## config.mk

```make
export PLATFORM = sky130hd
export DESIGN_NAME = kernel_transform_scheduler
export DESIGN_NICKNAME = d
export VERILOG_FILES = /design/src/rtl/ktu_pkg.sv /design/src/rtl/ktu_out_serializer.sv /design/src/rtl/kernel_transform_scheduler.sv
export SDC_FILE = /design/constraint.sdc
export NUM_CORES = 1
export LEC_CHECK = 0
export CORE_AREA = 2 2 312 314
export DETAILED_ROUTE_END_ITERATION = 16
export DIE_AREA = 0 0 314 316
export PLACE_DENSITY = 0.69
export SKIP_CTS_REPAIR_TIMING = 1
export SLEW_MARGIN = 20
export SYNTH_ARGS = -nofsm -noshare
export SYNTH_HDL_FRONTEND = slang
export SYNTH_SLANG_ARGS = --single-unit
```

## constraint.sdc

```tcl
create_clock -name clk -period 22.8 [get_ports clk]
set_input_delay 4.56 -clock clk [delete_from_list [all_inputs] [get_ports clk]]
set_output_delay 4.56 -clock clk [all_outputs]
set_load 0.02 [all_outputs]
```

## src/rtl/ktu_pkg.sv

```systemverilog
// Shared constants, FSM state type and element-indexing helper for the
// kernel-transform scheduler and its output serializer.
package ktu_pkg;

   localparam int KTU_DATA_W = 16;
   localparam int KSIZE      = 3;
   localparam int TSIZE      = 6;
   localparam int KELEMS     = KSIZE * KSIZE;
   localparam int TELEMS     = TSIZE * TSIZE;

   typedef enum logic [2:0] {
      ST_IDLE,
      ST_FETCH,
      ST_KRST,
      ST_WAIT,
      ST_WRITE,
      ST_FIN
   } kts_state_e;

   // Row-major flat index of element (row, col) in a width-wide square matrix.
   function automatic int unsigned elem_idx(input int unsigned row,
                                            input int unsigned col,
                                            input int unsigned width);
      return row * width + col;
   endfunction

endpackage

```

## src/rtl/ktu_out_serializer.sv

```systemverilog
// Captures the 36-word transformed kernel and presents it one element at a
// time on a valid/ready write port, row-major.
module ktu_out_serializer
   import ktu_pkg::*;
#(
   parameter int DATA_W = KTU_DATA_W
) (
   input  logic                     clk,
   input  logic                     rst_n,
   input  logic                     load,
   input  logic [TELEMS*DATA_W-1:0] kernel_out,
   input  logic                     valid,
   input  logic                     ready,
   output logic [DATA_W-1:0]        data,
   output logic [5:0]               idx,
   output logic                     last_accept
);

   logic [DATA_W-1:0] words_q [TELEMS];
   logic [5:0]        idx_q;

   always_ff @(posedge clk) begin
      // NOTE: state registers use non-blocking assignments so every flop samples pre-edge values.
      if (!rst_n) begin
         // NOTE: the capture array is reset so wr_data reads zero after reset, not stale data.
         for (int i = 0; i < TELEMS; i++) words_q[i] <= '0;
         idx_q <= '0;
      end else if (load) begin
         for (int r = 0; r < TSIZE; r++) begin
            for (int c = 0; c < TSIZE; c++) begin
               words_q[elem_idx(r, c, TSIZE)] <= kernel_out[elem_idx(r, c, TSIZE)*DATA_W +: DATA_W];
            end
         end
         idx_q <= '0;
      end else if (valid && ready) begin
         idx_q <= last_accept ? '0 : idx_q + 6'd1;
      end
   end

   assign data        = words_q[idx_q];
   assign idx         = idx_q;
   assign last_accept = valid && ready && (idx_q == 6'(TELEMS - 1));

endmodule

```

## src/rtl/kernel_transform_scheduler.sv

```systemverilog
// Batch sequencer for the Winograd kernel transform unit: fetch 9 words,
// pulse the unit out of reset, wait for its result, stream 36 words out.
module kernel_transform_scheduler
   import ktu_pkg::*;
#(
   parameter int DATA_W      = KTU_DATA_W,
   parameter int KADDR_W     = 10,
   parameter int OADDR_W     = 12,
   parameter int CNT_W       = 5,
   parameter int TIMEOUT_CYC = 64
) (
   input  logic                     clk,
   input  logic                     rst_n,
   input  logic                     start,
   input  logic [CNT_W-1:0]         num_kernels,
   input  logic [KADDR_W-1:0]       src_base,
   input  logic [OADDR_W-1:0]       dst_base,
   output logic                     busy,
   output logic                     done,
   output logic                     error,
   output logic                     kmem_rd_en,
   output logic [KADDR_W-1:0]       kmem_rd_addr,
   input  logic [DATA_W-1:0]        kmem_rd_data,
   output logic                     ktu_rst_n,
   output logic [KELEMS*DATA_W-1:0] ktu_kernel_in,
   input  logic [TELEMS*DATA_W-1:0] ktu_kernel_out,
   input  logic                     ktu_transform_done,
   output logic                     wr_valid,
   input  logic                     wr_ready,
   output logic [OADDR_W-1:0]       wr_addr,
   output logic [DATA_W-1:0]        wr_data
);

   localparam int TCNT_W = $clog2(TIMEOUT_CYC + 1);

   kts_state_e               state_q, state_d;
   logic [CNT_W-1:0]         num_q, k_q;
   logic [KADDR_W-1:0]       src_q;
   logic [OADDR_W-1:0]       dst_q;
   logic [3:0]               fe_q;
   logic                     rd_pend_q;
   logic [3:0]               slot_q;
   logic [TCNT_W-1:0]        tcnt_q;
   logic                     error_q;
   logic [KELEMS*DATA_W-1:0] kin_q;

   logic [5:0] wr_idx;
   logic       last_accept;
   logic       cap_load;
   logic       timeout_hit;
   logic       last_kernel;

   assign cap_load    = (state_q == ST_WAIT) && ktu_transform_done;
   assign timeout_hit = (state_q == ST_WAIT) && !ktu_transform_done &&
                        (tcnt_q == TCNT_W'(TIMEOUT_CYC - 1));
   assign last_kernel = (k_q + CNT_W'(1)) == num_q;

   always_ff @(posedge clk) begin
      if (!rst_n) state_q <= ST_IDLE;
      else        state_q <= state_d;
   end

   always_comb begin
      // NOTE: default first so every path assigns state_d and no latch is inferred.
      state_d = state_q;
      case (state_q)
         ST_IDLE:  if (start) state_d = (num_kernels == '0) ? ST_FIN : ST_FETCH;
         ST_FETCH: if (fe_q == 4'(KELEMS)) state_d = ST_KRST;
         ST_KRST:  state_d = ST_WAIT;
         ST_WAIT: begin
            if (cap_load)         state_d = ST_WRITE;
            else if (timeout_hit) state_d = ST_FIN;
         end
         ST_WRITE: if (last_accept) state_d = last_kernel ? ST_FIN : ST_FETCH;
         ST_FIN:   state_d = ST_IDLE;
         default:  state_d = ST_IDLE;
      endcase
   end

   always_ff @(posedge clk) begin
      if (!rst_n) begin
         num_q     <= '0;
         k_q       <= '0;
         src_q     <= '0;
         dst_q     <= '0;
         fe_q      <= '0;
         rd_pend_q <= 1'b0;
         slot_q    <= '0;
         tcnt_q    <= '0;
         error_q   <= 1'b0;
         kin_q     <= '0;
      end else begin
         // Read data lags the strobe by one cycle, so remember which slot it fills.
         rd_pend_q <= kmem_rd_en;
         slot_q    <= fe_q;
         if (rd_pend_q) kin_q[int'(slot_q)*DATA_W +: DATA_W] <= kmem_rd_data;

         case (state_q)
            ST_IDLE: begin
               if (start) begin
                  num_q   <= num_kernels;
                  src_q   <= src_base;
                  dst_q   <= dst_base;
                  error_q <= 1'b0;
                  k_q     <= '0;
                  fe_q    <= '0;
               end
            end
            ST_FETCH: fe_q <= fe_q + 4'd1;
            ST_KRST:  tcnt_q <= '0;
            ST_WAIT: begin
               tcnt_q <= tcnt_q + TCNT_W'(1);
               if (timeout_hit) error_q <= 1'b1;
            end
            ST_WRITE: begin
               if (last_accept && !last_kernel) begin
                  k_q  <= k_q + CNT_W'(1);
                  fe_q <= '0;
               end
            end
            default: ;
         endcase
      end
   end

   ktu_out_serializer #(
      .DATA_W(DATA_W)
   ) u_serializer (
      .clk        (clk),
      .rst_n      (rst_n),
      .load       (cap_load),
      .kernel_out (ktu_kernel_out),
      .valid      (wr_valid),
      .ready      (wr_ready),
      .data       (wr_data),
      .idx        (wr_idx),
      .last_accept(last_accept)
   );

   assign busy          = (state_q == ST_FETCH) || (state_q == ST_KRST) ||
                          (state_q == ST_WAIT)  || (state_q == ST_WRITE);
   assign done          = (state_q == ST_FIN);
   assign error         = error_q;
   assign kmem_rd_en    = (state_q == ST_FETCH) && (fe_q < 4'(KELEMS));
   assign kmem_rd_addr  = src_q + KADDR_W'(KELEMS) * KADDR_W'(k_q) + KADDR_W'(fe_q);
   assign ktu_rst_n     = (state_q == ST_WAIT);
   assign ktu_kernel_in = kin_q;
   assign wr_valid      = (state_q == ST_WRITE);
   assign wr_addr       = dst_q + OADDR_W'(TELEMS) * OADDR_W'(k_q) + OADDR_W'(wr_idx);

endmodule

```

==> impl_metrics.csv, run 1 <==
group,metric,value,unit
run_status,status,"finished clean",
critical_path,start_kind,"flop",
placement,dpl.cell_count,4626,
placement,place_area,0.0444,mm²
critical_path,crit_chain,"buf_4 > buf_4 > buf_4 > mux4_1 > o22ai_1 > or4_1 > o21ai_1 > clkdlybuf4s50_1",
timing,fmax,96.6,MHz
job,maxCapViolCount,0,
critical_path,path_max_fanout,48,
timing,slew-limit-headroom,21.0,%
yosys,synth-xor-area-share,0.716,%
critical_path,crit_top_cell,"buf_4",
clock_tree,root_buffer,"clkbuf_16",
drt,vias,25000,
yosys,synth-compound-area-share,6.14,%
placement,dp_hpwl,89000,µm
global_route,grt_antenna_before_repair,44,
critical_path,cp-end-kind,"output port",
yosys,synth-seq-cells,784,
yosys,synth-simple-area-share,17.4,%
timing,final.setup.tns,0,ns
die,die_h,316,µm
yosys,postSynthAreaPerCell,13.1,µm²
critical_path,path_delay_family,"buffers and inverters",
clock_tree,numCtsBuffers,88,
yosys,syn_nets,3399,
critical_path,cp.arrival,5.79,ns
die,start_util,37.0,%
critical_path,cp_slowest_cell,"buf_4",
timing,fin_crit_sh,45.4,%
timing,grt_setup_unrepaired,"false",
clock_tree,htree_levels,3,
clock_tree,cts_tree,"built",
pwr,power.leakage,16.9,nW
finish,fill_cells,8389,
placement,routabilityCongestion,0.914,
yosys,synthArstFlopShare,0,%
pwr,ir_drop,0.0521,mV
timing,slew_viol_final,0,
yosys,synthAdderAreaFrac,2.53,%
drt,drc,0,
drt,routed_wl,123000,µm
finish,finalNetCount,4128,
pwr,pwr_density_cell,71.0,mW/mm²
die,die_w,314,µm
finish,syn_to_final_growth,33.8,%
yosys,yosysWarnings,0,
die,io_pins,812,
yosys,syn_inst,2711,
finish,drive_gt1_share,9.00,%
timing,tightest_slew,1.18,ns
critical_path,cp.buffers_inverters,4,
critical_path,path_class,"flop to output port",
global_route,grt_remaining_overflow,0,
placement,preCtsSetupSlack,12.92,ns
global_route,grt_first_pass_wirelength,169000,µm
timing,setup_ws,12.45,ns
clock_tree,clkTransAtPathRegs,0.07,ns
drt,drtPass1Iterations,6,
die,die_area,0.0992,mm²
timing,finalCriticalPeriod,10.35,ns
yosys,synthFlopType,"edfxtp_1",
critical_path,slowest_delay,0.87,ns
yosys,synth_mux_area_share,9.35,%
global_route,grt_max_degree,282,
clock_tree,clock_latency,0.67,ns
timing,final_hold_viol_count,0,
timing,fin_skew,0.0212,ns
clock_tree,clock_sinks,784,
drt,final_antenna_net_count,0,
die,core_area,0.0960,mm²
finish,final_cells,4815,
critical_path,required,18.24,ns
drt,via_per_inst,5.19,
yosys,seq_area_frac_synth,60.5,%
yosys,yosysUniqueCellTypes,60,
global_route,grt_util_all_layers,23.9,%
clock_tree,cts_buffer_depth,3,
drt,drtIter0Drc,2887,
global_route,grt_pass1_vias,24300,
placement,port_buffers,811,
yosys,synth_top_family_by_area,"simple AND/OR/NAND/NOR gates",
yosys,syn_area,0.0355,mm²
worst_hold_path,hp-class,"flop to flop",
yosys,synth_edf_count,576,
die,core.rowCount,114,
timing,setup_viol,0,
finish,utilization,49.4,%
finish,design_area,0.0475,mm²
drt,routedWlPerCell,25.5,µm
-- power by group --
part | internal [mW] | switching [mW] | leakage (nW)
clock | 0.855 | 0.602 | 1.44
combinational | 0.159 | 0.138 | 7.79
sequential | 1.59 | 0.0247 | 7.64
total | 2.61 | 0.764 | 16.9
-- cells in the final DEF (no fill, tap or decap), types with 7 or more instances in the layout --
master	Yosys	final
clkdlybuf4s50_1	0	810
and2_1	588	588
edfxtp_1	576	576
nand2_1	267	266
dfxtp_1	208	205
a21boi_0	167	167
nand3_1	144	144
mux4_2	127	127
clkbuf_16	0	89
o22ai_1	64	64
ha_1	51	51
inv_1	41	41
nor2_1	41	39
diode_2	0	28
buf_4	7	26
a21oi_1	23	23
xnor2_1	21	21
or4_1	18	18
o21ai_0	17	17
mux4_1	17	17
o21ai_1	16	16
clkinv_2	0	16
nor3_1	15	15
clkinv_1	0	15
fa_1	13	13
clkbuf_1	103	12
bufinv_16	0	10
o21a_1	9	9
xor2_1	8	8
and3_1	9	8
nor2b_1	7	7
a21boi_1	7	7
clkbuf_8	0	7
-- layer usage --
| metal | global-route usage, % | up-vias | routed length, µm |
|---|---|---|---|
| met2 | 38.4 | 1199 | 58700 |
| met5 | 0 | - | 205 |
| met4 | 11.2 | 30 | 5470 |
| li1 | - | 11200 | - |
| met1 | 30.2 | 12300 | 47900 |
| met3 | 6.24 | 253 | 10700 |
-- synth_stat cells, types with 41 or more instances --
cell type,n,share of area (%)
nor2_1,41,0.43
clkbuf_1,103,1.1
nand2_1,267,2.8
edfxtp_1,576,49
a21boi_0,167,3.5
nand3_1,144,2.0
dfxtp_1,208,12
ha_1,51,1.8
o22ai_1,64,1.1
inv_1,41,0.43
buf_2,47,0.66
and2_1,588,10
mux4_2,127,8.1
-- worst paths after layout --
kind                                         from                           to  slack, ns  cells past startpoint
worst max-delay path                         flop                   wr_data[0]      12.45                      8
worst min-delay path            ktu_kernel_in[70]            ktu_kernel_in[70]       0.45                      2
worst max register to register         state_q[0]  u_serializer.words_q[21][5]      17.73                      7
worst min register to register  ktu_kernel_in[70]            ktu_kernel_in[70]       0.45                      2
-- final cells by class --
type                       count  area [µm²]  share of cell area [%]
sequential                   784       21500                    45.2
multi-input combinational   1684       12900                    27.1
timing repair buffer         839        8360                    17.6
clock buffer                 108        2370                    4.99
tap                         1276        1600                    3.36
clock inverter                53         576                    1.21
inverter                      43         161                   0.340
antenna                       28        70.1                   0.148
-- state kept, by name, indices dropped and copies added (netlist names), 5 cells and up, named ones only --
register              flops
k_q                       5
u_serializer.words_q    576
ktu_kernel_in           144
u_serializer.idx          6
src_q                    10
dst_q                    12
tcnt_q                    7
num_q                     5
-- kinds of logic (layout without fill, tap and decap cells) --
kind of cell,Yosys count,count (layout)
simple gates,1127,1127
flops,784,784
compound gates,319,319
buf+inv,243,1043
mux,145,145
fa+ha+maj,64,64
xor+xnor,29,29
other cells,0,28
-- through the flow --
stage          power (mW)  hold slack (ns)
2_1_floorplan        1.79            0.443
3_3_place_gp         1.94            0.441
3_5_place_dp         1.94            0.444
4_1_cts              3.40            0.453
5_1_grt              3.47            0.469
6_report             3.37            0.454
-- worst min-delay path: cells and delay by family, from the launching register on --
kind	cells	cell delay, ns
AND/OR/NAND/NOR	1	0.05
AO/OA/AOI/OAI	1	0.05
flip-flops	1	0.31
No activity file was read; power rests on OpenSTA's default activity.
==> run 2: changes to the inputs <==
==> constraint.sdc (replaced) <==
create_clock -name clk -period 9.9 [get_ports clk]
set_input_delay 1.98 -clock clk [delete_from_list [all_inputs] [get_ports clk]]
set_output_delay 1.98 -clock clk [all_outputs]
set_load 0.02 [all_outputs]
==> run 2 against run 1 <==
Final cell count up 0.33%. Die area unchanged. Routed wire length up 1.0%. Sequential share of layout area down 0.19 points. Register-to-register slack worse by 11 ns. Clock skew up 0.00054 ns. Power up 130%. Non-clock buffer count down 7. Sequential power up 130%. Combinational power up 120%. First-iteration DRC count up 0.62%. Count of clock-buffer cells in the layout up 3. Critical endpoint is now wr_data[11]. Highest routed layer unchanged.
==> impl_metrics.csv, run 2 (synthesized netlist as in run 1, its figures left out) <==
group,metric,value,unit
pwr,power.internal,6.05,mW
die,die_h,316,µm
drt,top_layer,"met5",
pwr,ir_drop,0.131,mV
clock_tree,cts_tree,"built",
timing,setup_viol,0,
drt,routedWlPerCell,25.7,µm
run_status,status,"finished clean",
die,start_util,37.0,%
pwr,pwr-share-clk,44.1,%
clock_tree,clock_sinks,784,
pwr,power.leakage,16.9,nW
timing,final.setup.tns,0,ns
finish,syn_to_final_growth,34.4,%
placement,routabilityCongestion,0.933,
finish,drive_gt1_share,9.17,%
finish,final_cells,4831,
critical_path,rrSetupSlack,6.45,ns
placement,port_buffers,811,
critical_path,path_max_fanout,87,
drt,wl_met2,59200,µm
finish,largest_reg_flops,576,
drt,via_per_inst,5.18,
timing,tightest_slew,1.05,ns
global_route,grt_remaining_overflow,0,
drt,wl_met3,11200,µm
pwr,power_frac_comb,8.4,%
placement,preCtsSetupSlack,3.97,ns
clock_tree,numCtsBuffers,91,
placement,place_area,0.0444,mm²
global_route,grt_antenna_before_repair,54,
global_route,grt_pass1_vias,24500,
timing,setup_ws,3.20,ns
global_route,grt_max_degree,194,
die,die_area,0.0992,mm²
clock_tree,cts_buffer_depth,3,
critical_path,required,7.92,ns
pwr,finalPower,7.87,mW
drt,final_antenna_net_count,0,
worst_hold_path,hp-class,"flop to flop",
die,io_pins,812,
timing,slew-limit-headroom,30.3,%
timing,fmax,149,MHz
clock_tree,root_buffer,"clkbuf_16",
drt,drc,0,
timing,slew_viol_final,0,
drt,routed_wl,124000,µm
placement,dp_hpwl,90400,µm
drt,vias,25000,
timing,final_hold_viol_count,0,
drt,drtIter0Drc,2905,
pwr,pwr_density_cell,165,mW/mm²
die,die_w,314,µm
critical_path,start_kind,"flop",
timing,fin_skew,0.0218,ns
finish,fill_cells,8271,
placement,dpl.cell_count,4618,
critical_path,cp-end-kind,"output port",
critical_path,cp.arrival,4.72,ns
finish,design_area,0.0477,mm²
clock_tree,htree_levels,3,
global_route,grt_util_all_layers,24.3,%
finish,finalNetCount,4124,
drt,drtPass1Iterations,6,
global_route,grt_first_pass_wirelength,172000,µm
critical_path,path_class,"flop to output port",
pwr,p_sw,1.81,mW
pwr,pwr-share-seq,47.4,%
clock_tree,clock_latency,0.67,ns
drt,drt-met1-wl,48400,µm
pwr,swShare,23.1,%
finish,regMostFlops,"u_serializer.words_q",
finish,final_cell_mix,"810 x clkdlybuf4s50_1, 587 x and2_1, 576 x edfxtp_1, 266 x nand2_1, 205 x dfxtp_1",
finish,final_common_cell,"clkdlybuf4s50_1",
job,maxCapViolCount,0,
die,core.rowCount,114,
clock_tree,clkTransAtPathRegs,0.06,ns
timing,finalCriticalPeriod,6.70,ns
timing,fin_crit_sh,67.7,%
die,core_area,0.0960,mm²
timing,grt_setup_unrepaired,"false",
[run 2: changes by cell type in the layout (fill, tap and decap cells not counted), sizes merged]
cell	before	now
bufinv	10	9
clkbuf	108	111
buf	29	22
clkinv	33	36
diode	28	42
inv	48	52
[run 2: critical path, cell delays in order (launching register included)]
cell	delay, ns
dfxtp_4	0.75
buf_12	0.33
buf_16	0.55
mux4_1	0.65
o22ai_1	0.77
or4_1	0.22
o21ai_1	0.06
clkdlybuf4s50_1	0.57
[run 2: power by group through the flow]
stage	registers [mW]	clock network, mW	logic [mW]
finish	3.73	3.47	0.665
global route	3.74	3.65	0.709
CTS	3.73	3.54	0.668
detailed placement	3.80	0	0.663
global placement	3.80	0	0.661
floorplan	3.79	0	0.275
[run 2: area by class of cell]
cell class	instances	area, µm²	share of cell area [%]
Sequential cell	784	21500	45.0
Multi-Input combinational cell	1684	12900	27.0
Timing Repair Buffer	832	8360	17.5
Clock buffer	111	2450	5.15
Tap cell	1276	1600	3.35
Clock inverter	59	641	1.34
Inverter	43	161	0.339
Antenna cell	42	105	0.221
[run 2: per-layer routing]
layer | global-route usage [%] | vias to the layer above
li1 | - | 11200
met1 | 30.5 | 12300
met2 | 39.3 | 1131
met3 | 6.62 | 273
met4 | 10.8 | 26
met5 | 0 | -
[run 2: path summary, 6_finish.rpt]
path | cells past startpoint | to | start
max | 7 | wr_data[11] | flop
min | 2 | ktu_kernel_in[140] | ktu_kernel_in[140]
max reg2reg | 7 | u_serializer.words_q[32][12] | state_q[1]
min reg2reg | 2 | ktu_kernel_in[140] | ktu_kernel_in[140]
[run 2: through the flow]
stage | hold WS, ns | utilization, %
floorplan | 0.443 | -
global placement | 0.441 | 46.3
detailed placement | 0.446 | 46.3
CTS | 0.455 | 49.5
global route | 0.481 | 49.6
finish | 0.453 | 49.6
